## src/rtl/spi_rom_pkg.sv

```systemverilog
// Shared definitions for the SPI line fetcher: phase encoding, default read
// opcodes and the per-phase SCLK count helper.
package spi_rom_pkg;

  typedef enum logic [2:0] {
    ST_IDLE,
    ST_CMD,
    ST_ADDR,
    ST_DUMMY,
    ST_DATA,
    ST_DONE
  } state_e;

  localparam logic [7:0]  CMD_SINGLE_DEF = 8'h03;
  localparam logic [7:0]  CMD_QUAD_DEF   = 8'h6B;
  localparam int unsigned CMD_BITS       = 8;

  // Number of clk cycles spent in a phase; single-cycle phases report 1.
  function automatic int unsigned phase_len(input state_e      st,
                                            input logic        quad,
                                            input int unsigned addr_bits,
                                            input int unsigned quad_dummy,
                                            input int unsigned data_clks);
    int unsigned len;
    case (st)
      ST_CMD:   len = CMD_BITS;
      ST_ADDR:  len = addr_bits;
      ST_DUMMY: len = quad ? quad_dummy : 0;
      ST_DATA:  len = data_clks;
      default:  len = 1;
    endcase
    return len;
  endfunction

endpackage

```

## src/rtl/spi_line_bank.sv

```systemverilog
// Ping-pong line store: two banks of DATA_CLKS nibbles, nibble or single-bit
// writes into one bank, combinational read of the other; never stalls.
module spi_line_bank
  import spi_rom_pkg::*;
#(
  parameter int DATA_CLKS = 136,
  parameter int NIB_W     = $clog2(DATA_CLKS)
) (
  input  logic             clk,
  input  logic             wr_en,
  input  logic             wr_bank,
  input  logic             wr_bit_mode,
  input  logic [NIB_W-1:0] wr_idx,
  input  logic [1:0]       wr_bit_pos,
  input  logic [3:0]       wr_nib,
  input  logic             wr_bit,
  input  logic             rd_bank,
  input  logic [NIB_W-1:0] rd_index,
  output logic [3:0]       rd_nibble
);

  localparam logic [NIB_W:0] DEPTH = (NIB_W + 1)'(DATA_CLKS);

  logic [3:0] mem [2][DATA_CLKS];

  // Contents are don't-care after reset, so the store carries no reset.
  always_ff @(posedge clk) begin
    if (wr_en) begin
      if (wr_bit_mode) begin
        mem[wr_bank][wr_idx][wr_bit_pos] <= wr_bit;
      end else begin
        mem[wr_bank][wr_idx] <= wr_nib;
      end
    end
  end

  always_comb begin
    rd_nibble = 4'h0;
    if ({1'b0, rd_index} < DEPTH) begin
      rd_nibble = mem[rd_bank][rd_index];
    end
  end

endmodule

```

## src/rtl/spi_line_fetcher.sv

```systemverilog
// SPI/QSPI flash line fetcher: start -> cmd/addr/dummy/data -> done pulse and bank swap,
// cs high 8+ADDR_BITS+dummy+DATA_CLKS cycles; start while busy is dropped, abort returns to idle.
module spi_line_fetcher
  import spi_rom_pkg::*;
#(
  parameter int         DATA_CLKS  = 136,
  parameter int         ADDR_BITS  = 24,
  parameter int         QUAD_DUMMY = 8,
  parameter logic [7:0] CMD_SINGLE = CMD_SINGLE_DEF,
  parameter logic [7:0] CMD_QUAD   = CMD_QUAD_DEF,
  parameter int         NIB_W      = $clog2(DATA_CLKS)
) (
  input  logic                 clk,
  input  logic                 reset_n,
  input  logic                 start,
  input  logic                 abort,
  input  logic                 mode_quad,
  input  logic [ADDR_BITS-1:0] addr,
  output logic                 busy,
  output logic                 done,
  output logic                 front_bank,
  input  logic [NIB_W-1:0]     rd_index,
  output logic [3:0]           rd_nibble,
  output logic                 spi_cs,
  output logic                 spi_sclk,
  output logic                 spi_out0,
  output logic                 spi_dir0,
  input  logic [3:0]           spi_in
);

  localparam int LEN_A   = (ADDR_BITS > DATA_CLKS) ? ADDR_BITS : DATA_CLKS;
  localparam int LEN_B   = (LEN_A > QUAD_DUMMY) ? LEN_A : QUAD_DUMMY;
  localparam int MAX_LEN = (LEN_B > int'(CMD_BITS)) ? LEN_B : int'(CMD_BITS);
  localparam int CNT_W   = $clog2(MAX_LEN);
  localparam int SH_W    = int'(CMD_BITS) + ADDR_BITS;

  state_e            state_q, state_d;
  logic [CNT_W-1:0]  cnt_q, cnt_d;
  logic              quad_q, quad_d;
  logic [SH_W-1:0]   sh_q, sh_d;
  logic              busy_q, busy_d;
  logic              done_q, done_d;
  logic              cs_q, cs_d;
  logic              out0_q, out0_d;
  logic              dir0_q, dir0_d;
  logic              front_q, front_d;
  logic              last;

  logic              wr_en;
  logic [NIB_W-1:0]  wr_idx;

  always_comb begin
    state_d = state_q;
    cnt_d   = cnt_q;
    quad_d  = quad_q;
    sh_d    = sh_q;
    front_d = front_q;
    last    = (cnt_q == CNT_W'(phase_len(state_q, quad_q, ADDR_BITS, QUAD_DUMMY, DATA_CLKS) - 1));

    case (state_q)
      ST_IDLE: begin
        if (start && !abort) begin
          state_d = ST_CMD;
          cnt_d   = '0;
          quad_d  = mode_quad;
          sh_d    = {(mode_quad ? CMD_QUAD : CMD_SINGLE), addr};
        end
      end
      ST_DONE: begin
        state_d = ST_IDLE;
      end
      default: begin
        if (abort) begin
          state_d = ST_IDLE;
          cnt_d   = '0;
        end else begin
          // The serializer MSB is the bit currently on io0.
          if (state_q == ST_CMD || state_q == ST_ADDR) begin
            sh_d = sh_q << 1;
          end
          if (last) begin
            cnt_d = '0;
            case (state_q)
              ST_CMD:   state_d = ST_ADDR;
              ST_ADDR:  state_d = (quad_q && (QUAD_DUMMY > 0)) ? ST_DUMMY : ST_DATA;
              ST_DUMMY: state_d = ST_DATA;
              default:  state_d = ST_DONE;
            endcase
          end else begin
            cnt_d = cnt_q + CNT_W'(1);
          end
        end
      end
    endcase

    if (state_q == ST_DATA && state_d == ST_DONE) begin
      front_d = ~front_q;
    end

    // Outputs are registered from the next state so they change on the same edge as it.
    cs_d   = state_d inside {ST_CMD, ST_ADDR, ST_DUMMY, ST_DATA};
    busy_d = (state_d != ST_IDLE);
    done_d = (state_d == ST_DONE);
    dir0_d = state_d inside {ST_DUMMY, ST_DATA};
    out0_d = (state_d inside {ST_CMD, ST_ADDR}) ? sh_d[SH_W-1] : 1'b0;
  end

  always_ff @(posedge clk or negedge reset_n) begin
    if (!reset_n) begin
      state_q <= ST_IDLE;
      cnt_q   <= '0;
      quad_q  <= 1'b0;
      sh_q    <= '0;
      busy_q  <= 1'b0;
      done_q  <= 1'b0;
      cs_q    <= 1'b0;
      out0_q  <= 1'b0;
      dir0_q  <= 1'b0;
      front_q <= 1'b0;
    end else begin
      state_q <= state_d;
      cnt_q   <= cnt_d;
      quad_q  <= quad_d;
      sh_q    <= sh_d;
      busy_q  <= busy_d;
      done_q  <= done_d;
      cs_q    <= cs_d;
      out0_q  <= out0_d;
      dir0_q  <= dir0_d;
      front_q <= front_d;
    end
  end

  // Flash launches on the SCLK fall (a clk rise), so the sample at the clk rise ending a DATA cycle is stable.
  assign wr_en  = (state_q == ST_DATA) && !abort;
  assign wr_idx = quad_q ? NIB_W'(cnt_q) : NIB_W'(cnt_q >> 2);

  spi_line_bank #(
    .DATA_CLKS (DATA_CLKS),
    .NIB_W     (NIB_W)
  ) u_bank (
    .clk         (clk),
    .wr_en       (wr_en),
    .wr_bank     (~front_q),
    .wr_bit_mode (~quad_q),
    .wr_idx      (wr_idx),
    .wr_bit_pos  (~cnt_q[1:0]),
    .wr_nib      (spi_in),
    .wr_bit      (spi_in[1]),
    .rd_bank     (front_q),
    .rd_index    (rd_index),
    .rd_nibble   (rd_nibble)
  );

  assign busy       = busy_q;
  assign done       = done_q;
  assign front_bank = front_q;
  assign spi_cs     = cs_q;
  assign spi_out0   = out0_q;
  assign spi_dir0   = dir0_q;
  assign spi_sclk   = ~clk;

endmodule

```

## config.mk

```make
export PLATFORM = sky130hd
export DESIGN_NAME = spi_line_fetcher
export DESIGN_NICKNAME = d
export VERILOG_FILES = /design/src/rtl/spi_rom_pkg.sv /design/src/rtl/spi_line_bank.sv /design/src/rtl/spi_line_fetcher.sv
export SDC_FILE = /design/constraint.sdc
export NUM_CORES = 2
export LEC_CHECK = 0
export CORE_MARGIN = 4
export CORE_UTILIZATION = 30
export DETAILED_ROUTE_END_ITERATION = 8
export GPL_TIMING_DRIVEN = 1
export PLACE_DENSITY_LB_ADDON = 0.15
export SLEW_MARGIN = 15
export SYNTH_ARGS = -nofsm -noshare
export SYNTH_HDL_FRONTEND = slang
export SYNTH_SLANG_ARGS = --single-unit
```

## constraint.sdc

```tcl
create_clock -name clk -period 4.4 [get_ports clk]
set_input_delay 0.88 -clock clk [delete_from_list [all_inputs] [get_ports clk]]
set_output_delay 0.88 -clock clk [all_outputs]
set_load 0.01 [all_outputs]
```

==> metrics list <==
- The flow ran to the end, but the final reports show violations.
* Violations in the final reports: setup timing
* CTS HTree Levels: 4
- Final Routed Wirelength: 198 mm
- For the finished layout, the period the worst path requires is 4.61 ns.
- Startpoint of the worst register-to-register path: quad_q
- Estimated wirelength of the detail-placed design: 127 mm
- Share of the yosys chip area belonging to registers: 61.2%
* Max stage delay on crit path: 0.58 ns
- After clock tree synthesis, the clock-pin slew on the worst setup and hold paths is 0.06 ns.
- Fill cells in the final layout number 17923.
- Peak clock frequency supported by timing: 217 MHz
* Transition time at the pin with the least slew margin: 1.25 ns
- The congestion estimate from routability-driven global placement came to 0.807.
- Hold bufs inserted after CTS: 0
- During synthesis, Yosys emitted a total of 0 warnings.
- After layout, the worst setup slack is -0.208 ns.
* Master of the slowest instance on the critical path: sky130_fd_sc_hd__mux4_2
- Total of flip-flops plus latches after synthesis: 1138
* Most common cell after layout, fill and taps aside: sky130_fd_sc_hd__nor2_1
* Post-Place Cell Area: 60600 sq um
* Number of antenna violations at the first check in global routing: 6
* Worst reg-to-reg setup slack: 1.12 ns
- In the routed design, unresolved DRC markers number 0.
- Async S/R FF share, synth: 4.39%
- Num rows: 157
- Pin count of the biggest net entering global routing: 98
* Total nets after synthesis: 4351
- The clock arrives with 0.592 ns of skew.
- Post-Synthesis Mean Instance Area: 12.9 sq um
- Final setup vio count: 5
- Synthesis instantiated 75 different standard cells from the library.
- Cells with a size suffix above 1 make up 28.7% of the layout.
- STA classifies the critical path startpoint as a flop.
* Total count of hold-check failures in the final report: 0
- Once layout is complete, the utilization of the core stands at 35.9%.
* List of cells traversed by the critical path: buf_12, buf_16, buf_16, buf_6, mux4_2, mux4_2, nand2_2, o31ai_4, a22oi_2, a31o_2, o211ai_1, buf_2
- At the end of the flow, the number of nets in the layout was 4533.
- STA classifies the critical path endpoint as an output port.
* Max-cap viol count: 0
- Critical path fanouts, max: 8
* Mean routed wirelength per cell: 28.1 um
- The worst-case IR drop observed on VDD is 305 uV.
- Pwr per Cell Area: 467 nW/um^2
- Combined global-route utilization of all metal layers: 20.4%
* Leakage: 20.3 nW
* Number of nets with antenna violations after detailed routing: 0
* Number of placed I/O pins: 52
- TritonCTS Buffers: 136
- Dividing the final minimum period by the clock period gives 105%.
- Count of vias placed by the detailed router: 38432
- Final Max Tran Viols: 0
* Routed vias/inst: 5.45
- Post-synth EDFFs: 1088
- The die covers 192000 sq um.
- The critical path is of the reg2out type.
- Initial DRT Pass Iterations: 7
* Number of global-route vias before repair: 38329
* Post-route cell area: 65900 sq um
- Number of DRC markers after the initial detailed-route iteration: 3496
* Arrival time of the worst setup path: 3.73 ns
- Initial standard-cell utilization of the core: 30.2%
* Die width: 438 um
- Synth-to-Final Area Change: 18.9%
* Area of the multi-input gates: 20200 sq um
- In this run the worst setup path begins at front_bank.
- Hold/Removal Path Class: in2async
- The most used flip-flop cell after synthesis is sky130_fd_sc_hd__edfxtp_1.
- Vertical die dimension: 438 um
- Hold Slack: 0.180 ns
- Clock latency on the worst-skew pair, taken at its later pin, is 1.09 ns.
- Most frequent cells in the layout: sky130_fd_sc_hd__nor2_1, sky130_fd_sc_hd__edfxtp_1, sky130_fd_sc_hd__a31o_2
- Input and output buffers added on the ports amount to 51.
- Summing every instance area after synthesis gives 55400 sq um.
- Number of cells produced by synthesis: 4306
* Data required, critical path: 3.52 ns
- No sink is reached through more buffers than the 3 on the longest clock path.
- Setup repair after global routing could not meet its margin everywhere.
* CORE AREA: 183000 sq um
* Remaining Overflow, GRT: 0
* Clock root buffer master: sky130_fd_sc_hd__clkbuf_16
- In this run the tightest slew margin relative to its limit is 16.1%.
- The first global-routing pass estimated 284 mm of wire.
- Combined flip-flop and latch cell area: 33900 sq um
- TritonCTS built the clock tree.
## per-layer routing
| metal | GRT usage, % | up-vias | wire [um] |
|---|---|---|---|
| li1 | - | 16635 | - |
| met1 | 29.1 | 20341 | 90500 |
| met2 | 32.1 | 1195 | 90900 |
| met3 | 3.09 | 261 | 10600 |
| met4 | 6.50 | 0 | 5860 |
| met5 | 0 | - | 0 |
## sequential cells by signal, summed over array words and instances, names as in the netlist
name	flops
done	1
cnt_q	8
spi_cs	1
quad_q	1
front_bank	1
sh_q	32
state_q	3
busy	1
u_bank.mem	1088
spi_out0	1
spi_dir0	1
## cell families after synthesis
family / after synthesis / synth area share (%)
and+or+nand+nor: 1635 / 11.7
DFF: 1138 / 61.2
AOI/OAI and AO/OA: 770 / 11.2
buffers and inverters: 394 / 3.28
muxes: 358 / 12.4
xor gates and xnor gates: 7 / 0.111
adders and majority gates: 4 / 0.0903
## cell type report
| cell class | count | share of cell area (%) |
|---|---|---|
| Antenna cell | 3 | 0.0114 |
| Clock buffer | 185 | 5.65 |
| Clock inverter | 54 | 0.619 |
| Inverter | 6 | 0.0380 |
| Multi-Input combinational cell | 2774 | 30.7 |
| Sequential cell | 1138 | 51.5 |
| Tap cell | 2464 | 4.68 |
| Timing Repair Buffer | 427 | 6.87 |
## synthesized netlist by cell type (all sizes together) (5+ instances only)
library cell | count | area [sq um]
o21ai | 48 | 240
nand2 | 246 | 923
and4 | 8 | 70.1
nor3 | 24 | 120
edfxtp | 1088 | 32700
a311oi | 5 | 43.8
inv | 6 | 22.5
a22oi | 42 | 315
nor3b | 5 | 37.5
nor2b | 14 | 87.6
o22ai | 7 | 43.8
o31ai | 7 | 57.6
and3 | 7 | 43.8
a21boi | 131 | 983
clkbuf | 263 | 987
dfrtp | 50 | 1250
a221oi | 34 | 298
a22o | 12 | 105
or2 | 7 | 43.8
xnor2 | 5 | 43.8
a21oi | 23 | 126
buf | 124 | 807
and2 | 6 | 37.5
a211oi | 9 | 67.6
nand2b | 14 | 87.6
nor4 | 12 | 75.1
a21o | 12 | 90.1
o21a | 9 | 67.6
mux4 | 264 | 5950
nand3 | 16 | 80.1
mux2i | 93 | 931
a221o | 8 | 80.1
a31o | 394 | 3450
nor2 | 1261 | 4740
## worst paths after layout
path | to | cells after the start
setup / recovery | rd_nibble[2] | 12
hold / removal | sh_q[8] | 1
setup reg to reg | u_bank.mem[1][42] | 6
hold reg to reg | sh_q[26] | 1
max in group asynchronous | front_bank | 2
min in group clk | sh_q[26] | 1
## timing repair
item,CTS,global route
setup buffers,41,9
endpoints found under the setup margin,5,5
gates resized for setup,102,35
pin swaps,21,14
hold endpoints to repair,0,0
gates cloned,7,0
## where the power goes
group	leakage [nW]	switching [W]	internal (W)
registers	10.4	0.000192	0.0120
logic	7.87	0.00399	0.00372
clock network	2.00	0.00464	0.00618
## per-stage QoR
| stage | power, W | instances | setup slack [ns] | TNS [ns] |
|---|---|---|---|---|
| finish | 0.0308 | 7051 | -0.208 | -0.801 |
| global route | 0.0319 | 7048 | -0.279 | -1.09 |
| CTS | 0.0309 | 7041 | -0.331 | -1.20 |
| detailed placement | 0.0192 | 6763 | -1.27 | -3.79 |
| global placement | 0.0192 | 6763 | -1.26 | -3.89 |
| floorplan | 0.0166 | 4306 | 0.589 | 0 |
## worst max-delay path: cells and delay by family, from the launching register on
kind,cells,cell delay (ns)
mux,2,1.06
buf+inv,5,0.82
compound gates,4,0.67
flops,1,0.54
simple gates,1,0.13
Power figures use the tool's default switching activity.
